File: src/rtl/scaler_pkg.sv
// Shared constants for the multi-rate scaler: channel mode encodings.
package scaler_pkg;
    localparam int unsigned MODE_W = 2;

    localparam logic [MODE_W-1:0] MODE_TOGGLE  = 2'd0;
    localparam logic [MODE_W-1:0] MODE_STROBE  = 2'd1;
    localparam logic [MODE_W-1:0] MODE_PWM     = 2'd2;
    localparam logic [MODE_W-1:0] MODE_ONESHOT = 2'd3;
endpackage

File: src/rtl/multi_rate_scaler_if.sv
// Control, configuration and waveform bundle between a scaler and its user.
interface multi_rate_scaler_if #(
    parameter int unsigned CHANNELS = 4,
    parameter int unsigned WIDTH    = 26,
    parameter int unsigned CH_W     = (CHANNELS > 1) ? $clog2(CHANNELS) : 1
);
    import scaler_pkg::*;

    logic [CHANNELS-1:0] en;
    logic                sync;
    logic                cfg_we;
    logic [CH_W-1:0]     cfg_ch;
    logic [MODE_W-1:0]   cfg_mode;
    logic [WIDTH-1:0]    cfg_div;
    logic [WIDTH-1:0]    cfg_duty;
    logic [CHANNELS-1:0] out;
    logic [CHANNELS-1:0] tick;

    modport master (
        output en, sync, cfg_we, cfg_ch, cfg_mode, cfg_div, cfg_duty,
        input  out, tick
    );

    modport slave (
        input  en, sync, cfg_we, cfg_ch, cfg_mode, cfg_div, cfg_duty,
        output out, tick
    );
endinterface

File: src/rtl/scaler_channel.sv
// One scaler channel: period counter, shadow/active config and mode output logic.
module scaler_channel
    import scaler_pkg::*;
#(
    parameter int unsigned WIDTH = 26
) (
    input  logic              clk,
    input  logic              rst,
    input  logic              en_i,
    input  logic              sync_i,
    input  logic              we_i,
    input  logic [MODE_W-1:0] mode_i,
    input  logic [WIDTH-1:0]  div_i,
    input  logic [WIDTH-1:0]  duty_i,
    output logic              out_o,
    output logic              tick_o
);
    logic [WIDTH-1:0]  cnt_q, cnt_d;
    logic [WIDTH-1:0]  act_div_q, act_div_d, act_duty_q, act_duty_d;
    logic [MODE_W-1:0] act_mode_q, act_mode_d;
    logic [WIDTH-1:0]  sh_div_q, sh_div_d, sh_duty_q, sh_duty_d;
    logic [MODE_W-1:0] sh_mode_q, sh_mode_d;
    logic              out_q, out_d, tick_q, tick_d, armed_q, armed_d;
    logic              wrap_c;
    logic [WIDTH-1:0]  cnt_nxt_c;

    assign wrap_c    = (cnt_q == act_div_q);
    assign cnt_nxt_c = wrap_c ? '0 : cnt_q + WIDTH'(1);

    always_ff @(posedge clk or posedge rst) begin
        if (rst) begin
            cnt_q      <= '0;
            act_div_q  <= '1;
            act_duty_q <= '0;
            act_mode_q <= MODE_TOGGLE;
            sh_div_q   <= '1;
            sh_duty_q  <= '0;
            sh_mode_q  <= MODE_TOGGLE;
            out_q      <= 1'b0;
            tick_q     <= 1'b0;
            armed_q    <= 1'b1;
        end else begin
            cnt_q      <= cnt_d;
            act_div_q  <= act_div_d;
            act_duty_q <= act_duty_d;
            act_mode_q <= act_mode_d;
            sh_div_q   <= sh_div_d;
            sh_duty_q  <= sh_duty_d;
            sh_mode_q  <= sh_mode_d;
            out_q      <= out_d;
            tick_q     <= tick_d;
            armed_q    <= armed_d;
        end
    end

    always_comb begin
        cnt_d      = cnt_q;
        act_div_d  = act_div_q;
        act_duty_d = act_duty_q;
        act_mode_d = act_mode_q;
        sh_div_d   = sh_div_q;
        sh_duty_d  = sh_duty_q;
        sh_mode_d  = sh_mode_q;
        out_d      = out_q;
        tick_d     = 1'b0;
        armed_d    = armed_q;

        if (we_i) begin
            sh_div_d  = div_i;
            sh_duty_d = duty_i;
            sh_mode_d = mode_i;
        end

        // Idle or restart: park the channel and keep active tracking the shadow.
        if (sync_i || !en_i) begin
            cnt_d      = '0;
            out_d      = 1'b0;
            armed_d    = 1'b1;
            act_div_d  = sh_div_q;
            act_duty_d = sh_duty_q;
            act_mode_d = sh_mode_q;
        end else if (act_mode_q == MODE_ONESHOT && !armed_q) begin
            cnt_d = '0;
            out_d = 1'b0;
        end else begin
            cnt_d  = cnt_nxt_c;
            tick_d = wrap_c;
            if (wrap_c) begin
                act_div_d  = sh_div_q;
                act_duty_d = sh_duty_q;
                act_mode_d = sh_mode_q;
            end
            case (act_mode_q)
                MODE_TOGGLE: out_d = out_q ^ wrap_c;
                MODE_STROBE: out_d = wrap_c;
                MODE_PWM:    out_d = (cnt_nxt_c < act_duty_q);
                default: begin
                    out_d   = wrap_c;
                    armed_d = !wrap_c;
                end
            endcase
        end
    end

    assign out_o  = out_q;
    assign tick_o = tick_q;
endmodule

File: src/rtl/multi_rate_scaler.sv
// Multi-channel clock scaler: decodes config writes and replicates scaler_channel.
module multi_rate_scaler #(
    parameter int unsigned CHANNELS = 4,
    parameter int unsigned WIDTH    = 26
) (
    input logic               clk,
    input logic               rst,
    multi_rate_scaler_if.slave bus
);
    localparam int unsigned CH_W = (CHANNELS > 1) ? $clog2(CHANNELS) : 1;

    logic [CHANNELS-1:0] we_c;
    logic [CHANNELS-1:0] out_w;
    logic [CHANNELS-1:0] tick_w;

    // Out-of-range channel selects match no bit and are dropped.
    always_comb begin
        we_c = '0;
        for (int i = 0; i < int'(CHANNELS); i++) begin
            we_c[i] = bus.cfg_we && (bus.cfg_ch == CH_W'(i));
        end
    end

    for (genvar i = 0; i < int'(CHANNELS); i++) begin : g_ch
        scaler_channel #(.WIDTH(WIDTH)) u_ch (
            .clk    (clk),
            .rst    (rst),
            .en_i   (bus.en[i]),
            .sync_i (bus.sync),
            .we_i   (we_c[i]),
            .mode_i (bus.cfg_mode),
            .div_i  (bus.cfg_div),
            .duty_i (bus.cfg_duty),
            .out_o  (out_w[i]),
            .tick_o (tick_w[i])
        );
    end

    assign bus.out  = out_w;
    assign bus.tick = tick_w;
endmodule

File: src/flat_wrapper.sv
// flat-port wrapper written by rule: the top's interface ports become plain ports
module multi_rate_scaler_flat import scaler_pkg::*;
#(
    parameter int unsigned CHANNELS = 4,
    parameter int unsigned WIDTH    = 26
)
  (clk, rst, bus_en, bus_sync, bus_cfg_we, bus_cfg_ch, bus_cfg_mode, bus_cfg_div, bus_cfg_duty, bus_out, bus_tick);
  multi_rate_scaler_if #(.CHANNELS(CHANNELS), .WIDTH(WIDTH)) bus_i ();
  input logic clk;
  input logic rst;
  input wire logic [$bits(bus_i.en)-1:0] bus_en;
  input wire logic [$bits(bus_i.sync)-1:0] bus_sync;
  input wire logic [$bits(bus_i.cfg_we)-1:0] bus_cfg_we;
  input wire logic [$bits(bus_i.cfg_ch)-1:0] bus_cfg_ch;
  input wire logic [$bits(bus_i.cfg_mode)-1:0] bus_cfg_mode;
  input wire logic [$bits(bus_i.cfg_div)-1:0] bus_cfg_div;
  input wire logic [$bits(bus_i.cfg_duty)-1:0] bus_cfg_duty;
  output wire logic [$bits(bus_i.out)-1:0] bus_out;
  output wire logic [$bits(bus_i.tick)-1:0] bus_tick;
  assign bus_i.en = bus_en;
  assign bus_i.sync = bus_sync;
  assign bus_i.cfg_we = bus_cfg_we;
  assign bus_i.cfg_ch = bus_cfg_ch;
  assign bus_i.cfg_mode = bus_cfg_mode;
  assign bus_i.cfg_div = bus_cfg_div;
  assign bus_i.cfg_duty = bus_cfg_duty;
  assign bus_out = bus_i.out;
  assign bus_tick = bus_i.tick;
  multi_rate_scaler #(.CHANNELS(CHANNELS), .WIDTH(WIDTH)) u_core (.clk(clk), .rst(rst), .bus(bus_i));
endmodule
File: config.mk
export PLATFORM = sky130hd
export DESIGN_NAME = multi_rate_scaler_flat
export DESIGN_NICKNAME = d
export VERILOG_FILES = /design/src/rtl/scaler_pkg.sv /design/src/rtl/multi_rate_scaler_if.sv /design/src/rtl/scaler_channel.sv /design/src/rtl/multi_rate_scaler.sv /design/src/flat_wrapper.sv
export SDC_FILE = /design/constraint.sdc
export NUM_CORES = 1
export LEC_CHECK = 0
export CAP_MARGIN = 15
export CORE_ASPECT_RATIO = 0.7
export CORE_MARGIN = 4
export CORE_UTILIZATION = 23
export CTS_CLUSTER_DIAMETER = 40
export DETAILED_ROUTE_END_ITERATION = 10
export PLACE_DENSITY = 0.41
export SLEW_MARGIN = 30
export SYNTH_ARGS = -nofsm -noshare
export SYNTH_HDL_FRONTEND = slang
export SYNTH_SLANG_ARGS = --single-unit
File: constraint.sdc
create_clock -name clk -period 41.3 [get_ports clk]
set_input_delay 12.39 -clock clk [delete_from_list [all_inputs] [get_ports clk]]
set_output_delay 12.39 -clock clk [all_outputs]
set_load 0.02 [all_outputs]
Word-level counts from Yosys, hierarchy flattened:

Index checks and enable logic that the tools add are counted.
Widths: inputs -> output; s select.

* bits in latches: 0
* memory bits (read-only): 0
* logic and storage cells: 204
* output and inout port bits: 8
* memories kept: 0
* bits in writable memories: 0
* register bits after elaboration: 548
* input bits: 64

* $add $sub $neg: 4
* reductions and logical operators: 45
* divide/modulo/power cells: 0
* mux-type cells: 80
* eq/ne operators: 27
* multiply operators: 0
* shifts and indexed selects: 0
* bitwise logic cells: 4
* $lt $le $gt $ge: 4

Operator list (number)
* $mux 26: 36
* $add 26x1->26 const B: 4
* $eq 26x26->1: 4
* $lt 26x26->1: 4
* $mux 1: 28
* $mux 2: 12
* $eq 2x2->1 const B: 10
* $reduce_and 2->1: 8
* $logic_not 1->1: 12
* $reduce_or 3->1: 4
* $eq 2x1->1 const B: 5
* $logic_not 2->1: 5
* $logic_and 1x1->1: 8
* $ne 2x1->1 const B: 4
* $ne 2x2->1 const B: 4
* $pmux 1 s2: 4
* $reduce_bool 2->1: 4
* $logic_or 1x1->1: 4
* $xor 1x1->1: 4

Logic depth before layout (Yosys ltp):

* depth after elaboration: 6
* mapped depth: 16

Hierarchy:

From an unflattened synthesis, not the netlist that was laid out.

* cells, all modules: 2085
* area total of the unflattened synthesis: 26654.3 µm²

By module, submodules not included
* scaler_channel (u_core.g_ch[0].u_ch ...): cells an instance 520, instances 2, area each 6627.6 µm²
* scaler_channel (u_core.g_ch[1].u_ch): cells an instance 525, instances 1, area each 6717.7 µm²
* scaler_channel (u_core.g_ch[3].u_ch): cells an instance 516, instances 1, area each 6643.9 µm²
* multi_rate_scaler: cells an instance 4, instances 1, area each 37.5 µm²

Worst setup path before layout:

OpenSTA, ideal clock, no wires.

* kind: input-to-reg
* from: input port bus_cfg_ch[1]
* to: register u_core.g_ch[0].u_ch.sh_duty_q[0]
* arrival time: 13.568 ns
* buffers on the path: 2
* stages on the path: 4
* slack: 27.607 ns
* required time: 41.175 ns
* library setup time: 0.125 ns
* cell sequence: nor3b_1 > clkbuf_1 > buf_1 > mux2_2

* word-level cells in the longest chain between the ends: 2

Ends and longest elaborated chain
* start, declared: RTL line flat_wrapper.sv:14 `input wire logic [$bits(bus_i.cfg_ch)-1:0] bus_cfg_ch;`
* $logic_not 2->1: RTL line multi_rate_scaler.sv:20 `we_c[i] = bus.cfg_we && (bus.cfg_ch == CH_W'(i));`
* $logic_and 1x1->1: RTL line multi_rate_scaler.sv:20
* end signal, assigned: RTL line scaler_channel.sv:48 `sh_duty_q <= sh_duty_d;`
* end, declared: RTL line scaler_channel.sv:21 `logic [WIDTH-1:0] sh_div_q, sh_div_d, sh_duty_q, sh_duty_d;`

No other way between the ends.
A chain may end at the register's enable or synchronous reset.

Worst setup path in the final report:

* from: input port bus_sync
* to: register u_core.g_ch[1].u_ch.act_duty_q[2]

* word-level cells in the longest chain between the ends: 3
* elaborated cells on any way between the ends: 5

Ends and longest elaborated chain
* start, declared: RTL line flat_wrapper.sv:12 `input wire logic [$bits(bus_i.sync)-1:0] bus_sync;`
* $logic_or 1x1->1 *: RTL line scaler_channel.sv:75 `if (sync_i || !en_i) begin`
* $ne 2x2->1 (no line) or $reduce_bool 2->1 (tied branches)
* $reduce_and 2->1 (no line)
* end signal, assigned: RTL line scaler_channel.sv:45 `act_duty_q <= act_duty_d;`
* end, declared: RTL line scaler_channel.sv:19 `logic [WIDTH-1:0] act_div_q, act_div_d, act_duty_q, act_duty_d;`

Every way passes the cells marked *; elsewhere a longest branch is shown, timed or not.

==> metrics.md <==
| Metric | Value |
|---|---|
| Net Count, Synth | `approximately 2300` |
| Power per cell area | `50.2 mW/mm²` |
| Crit. End Element | `flip-flop` |
| Worst Skew | `18.7 ps` |
| Clock Latency Late Sink | `630 ps` |
| RSZ-0062 raised after global routing | `false` |
| Post-DP Area | `around 0.029 mm²` |
| Switching power | `423 µW` |
| Design Area, Final | `0.0309 mm²` |
| Share of cells above drive strength 1 | `32.5%` |
| Peak supply drop | `29.7 µV` |
| CTS-repair resized insts | `0` |
| Clock Tree Root | `clkbuf_16` |
| Area of the die | `between 0.1 and 0.15 mm²` |
| Via count | `~16000` |
| Dpl hpwl | `55900 µm` |
| Core box area | `0.113 mm²` |
| Post-synth EDFFs | `0` |
| Detailed Route Iter0 Violations | `between 1000 and 1500` |
| Row count | `103` |
| Grt ovf | `0` |
| Final-report setup violation count | `0` |
| Slew HR | `around 35%` |
| Final Slew Violations | `0` |
| H-tree lvl count | `3` |
| Largest net degree at the start of global routing | `98` |
| Mapped Area | `0.0261 mm²` |
| Drt drc | `0` |
| Status | `finished clean` |
| Critical path data required time | `41800 ps` |
| Leak | `between 10 and 15 nW` |
| Final period utilization | `35.8%` |
| HP Class | `flip-flop to flip-flop` |
| Vias per std cell | `4.34` |
| Total I/O pin count | `72` |
| Placer congestion estimate | `0.787` |
| Asr flop ratio synth | `between 90% and 100%` |
| WS Path Type | `primary input to flip-flop` |
| Pwr Total | `1.55 mW` |
| Port Buffer Count | `71` |
| Routed Antenna Nets | `0` |
| First-pass GRT wire length | `117000 µm` |
| Hold Fails Final Rpt | `0` |
| Startpoint Class | `primary input` |
| Vias in the first global route | `16600` |
| Commonest non-fill, non-tap cell in the layout | `dfrtp_1` |
| Post-CTS setup buffers | `0` |
| CTS Buffer Depth | `3` |
| Slew @ Worst Pin | `969 ps` |
| CTS tree | `yes` |
| Syn Inst Count | `2097` |
| Drt pass-1 iters | `5` |
| CP max FO | `32` |
| Distinct cells, synth | `59` |
| Total negative setup slack | `0 ps` |
| Initial Util | `between 20% and 30%` |
| Sink Count | `548` |
| Tmin final | `14770 ps` |
| Max_cap viols | `0` |
| Drt wl/cell | `21.2 µm` |
| Arr. time, crit path | `15270 ps` |
| Cts hold-fix bufs | `0` |
| Combinational cell fraction of total power | `13.0%` |
| Synth Flop Type | `dfrtp_1` |
| Yosys synthesis warning count | `0` |
| Clock slew at reported path FFs | `60 ps` |
| Routed wire length | `79800 µm` |
| Area grow syn2layout | `18.5%` |
| Commonest non-fill, non-tap cells in the layout | `336 x dfrtp_1, 332 x mux2_2, 212 x dfstp_2` |
| Sw frac | `27.2%` |
| Sequential area share after synthesis | `between 50 and 60%` |
| GRT Total Usage | `13.3%` |
| Synth Register Bits | `about 550` |
| P_int | `1.13 mW` |
| Nets | `2344` |
| Num CTS Buffers | `between 70 and 80` |
| Highest clock rate | `67.7 MHz` |
| Seq pwr share | `46.5%` |
| Avg Cell Area, Syn | `roughly 12 µm²` |
| Initial antenna violation count | `35` |
| Chip height | `around 290 µm` |
| Die X-Extent | `411 µm` |
| Clock power frac | `40.5%` |
==> metrics by stage <==
stage | instances | setup slack (ps) | util, % | hold slack, ps
after global placement | 3623 | 25880 | 25.3 | 445
after floorplan | 2097 | 13940 | - | 436
after global routing | 3756 | 26330 | 27.4 | 481
after CTS | 3755 | 26510 | 27.4 | 468
final | 3763 | 26530 | 27.5 | 462
after detailed placement | 3625 | 25810 | 25.3 | 459
==> cell families after synthesis <==
group                    Yosys count  synth area share (%)
flip-flops                       548                  53.6
AND/OR/NAND/NOR                  499                  9.59
multiplexers                     434                  19.1
XOR/XNOR                         201                  6.75
buffers and inverters            200                  3.28
AO/OA/AOI/OAI                    111                  2.76
adder cells (fa/ha/maj)          104                  4.99
==> critical path, cell delays in order <==
cell and delay [ps]:
clkdlybuf4s50_1 790, nand2b_1 450, a21oi_4 700, buf_4 540, mux2_1 370
==> cell usage after synthesis, types with 2 or more instances <==
cell       number  share of area, %
nor2b_1        18              0.43
a21oi_2         3              0.10
o21ai_0        28              0.54
a22o_1          2             0.067
or2_2           3             0.072
mux2_4         25               1.4
nor3_1         97               1.9
xor2_1        140               4.7
mux2_2        332                14
buf_4          14              0.40
a21boi_0        2             0.058
dfstp_2       212                21
nor3b_1         3             0.086
buf_6           5              0.22
mux2_1         75               3.2
and2_1          5              0.12
dfrtp_1       336                32
a211oi_1        4              0.12
nand3b_1        7              0.20
nand2_1        52              0.75
buf_2          13              0.25
o311ai_0        2             0.067
and4_1          8              0.27
nor4_1         21              0.50
o21a_1          2             0.058
ha_1          104               5.0
nand3_1        49              0.94
clkbuf_1       44              0.63
and3_1         22              0.53
a2111oi_0       2             0.067
a41oi_1         2             0.067
a21o_1         24              0.69
nor2_1        151               2.2
o2111ai_1       2             0.067
xnor2_1        61               2.0
nand4_1        45               1.1
or3_1           2             0.048
buf_1          11              0.16
nand2b_1       10              0.24
a21oi_1        27              0.52
inv_1         113               1.6
mux2i_1         2             0.077
==> path summary, 6_finish.rpt <==
kind | startpoint | endpoint | slack (ps) | depth (start not counted)
setup / recovery | bus_sync | u_core.g_ch[1].u_ch.act_duty_q[2] | 26530 | 5
hold / removal | u_core.g_ch[0].u_ch.armed_q | u_core.g_ch[0].u_ch.armed_q | 460 | 2
setup reg to reg | u_core.g_ch[3].u_ch.act_div_q[10] | u_core.g_ch[3].u_ch.out_o | 37150 | 13
hold reg to reg | u_core.g_ch[0].u_ch.armed_q | u_core.g_ch[0].u_ch.armed_q | 460 | 2
max in group asynchronous | rst | u_core.g_ch[0].u_ch.cnt_q[9] | 26920 | 4
min in group asynchronous | rst | u_core.g_ch[2].u_ch.cnt_q[5] | 12300 | 2
==> flip-flops by register name, summed over array words and instances (netlist names) <==
signal,count
u_core.g_ch.u_ch.sh_mode_q,8
u_core.g_ch.u_ch.sh_div_q,104
u_core.g_ch.u_ch.cnt_q,104
u_core.g_ch.u_ch.act_duty_q,104
u_core.g_ch.u_ch.act_div_q,104
u_core.g_ch.u_ch.sh_duty_q,104
u_core.g_ch.u_ch.out_o,4
u_core.g_ch.u_ch.armed_q,4
u_core.g_ch.u_ch.tick_o,4
u_core.g_ch.u_ch.act_mode_q,8
==> routing by layer <==
| layer | up-vias | global-route usage [%] | routed length (µm) |
|---|---|---|---|
| met5 | - | 0 | 0 |
| met4 | 0 | 3.10 | 1490 |
| met3 | 93 | 2.90 | 4850 |
| met2 | 442 | 17.5 | 31000 |
| met1 | 8335 | 21.5 | 42500 |
| li1 | 7474 | - | - |
==> power by group through the flow <==
| stage | logic, mW | clock network (mW) | registers [mW] |
|---|---|---|---|
| floorplan | 0.151 | 0 | 0.699 |
| global placement | 0.200 | 0 | 0.729 |
| detailed placement | 0.204 | 0 | 0.730 |
| CTS | 0.206 | 0.651 | 0.722 |
| global route | 0.226 | 0.673 | 0.733 |
| finish | 0.202 | 0.630 | 0.722 |
==> area by class of cell <==
class	count	area [µm²]
fill	11600	81700
sequential	548	14000
multi-input combinational	1349	11300
clock buffer	88	1910
tap	1522	1900
timing repair buffer	93	898
clock inverter	42	465
inverter	113	432
antenna	8	20.0
Note: power is estimated with default switching activity, not from simulation.
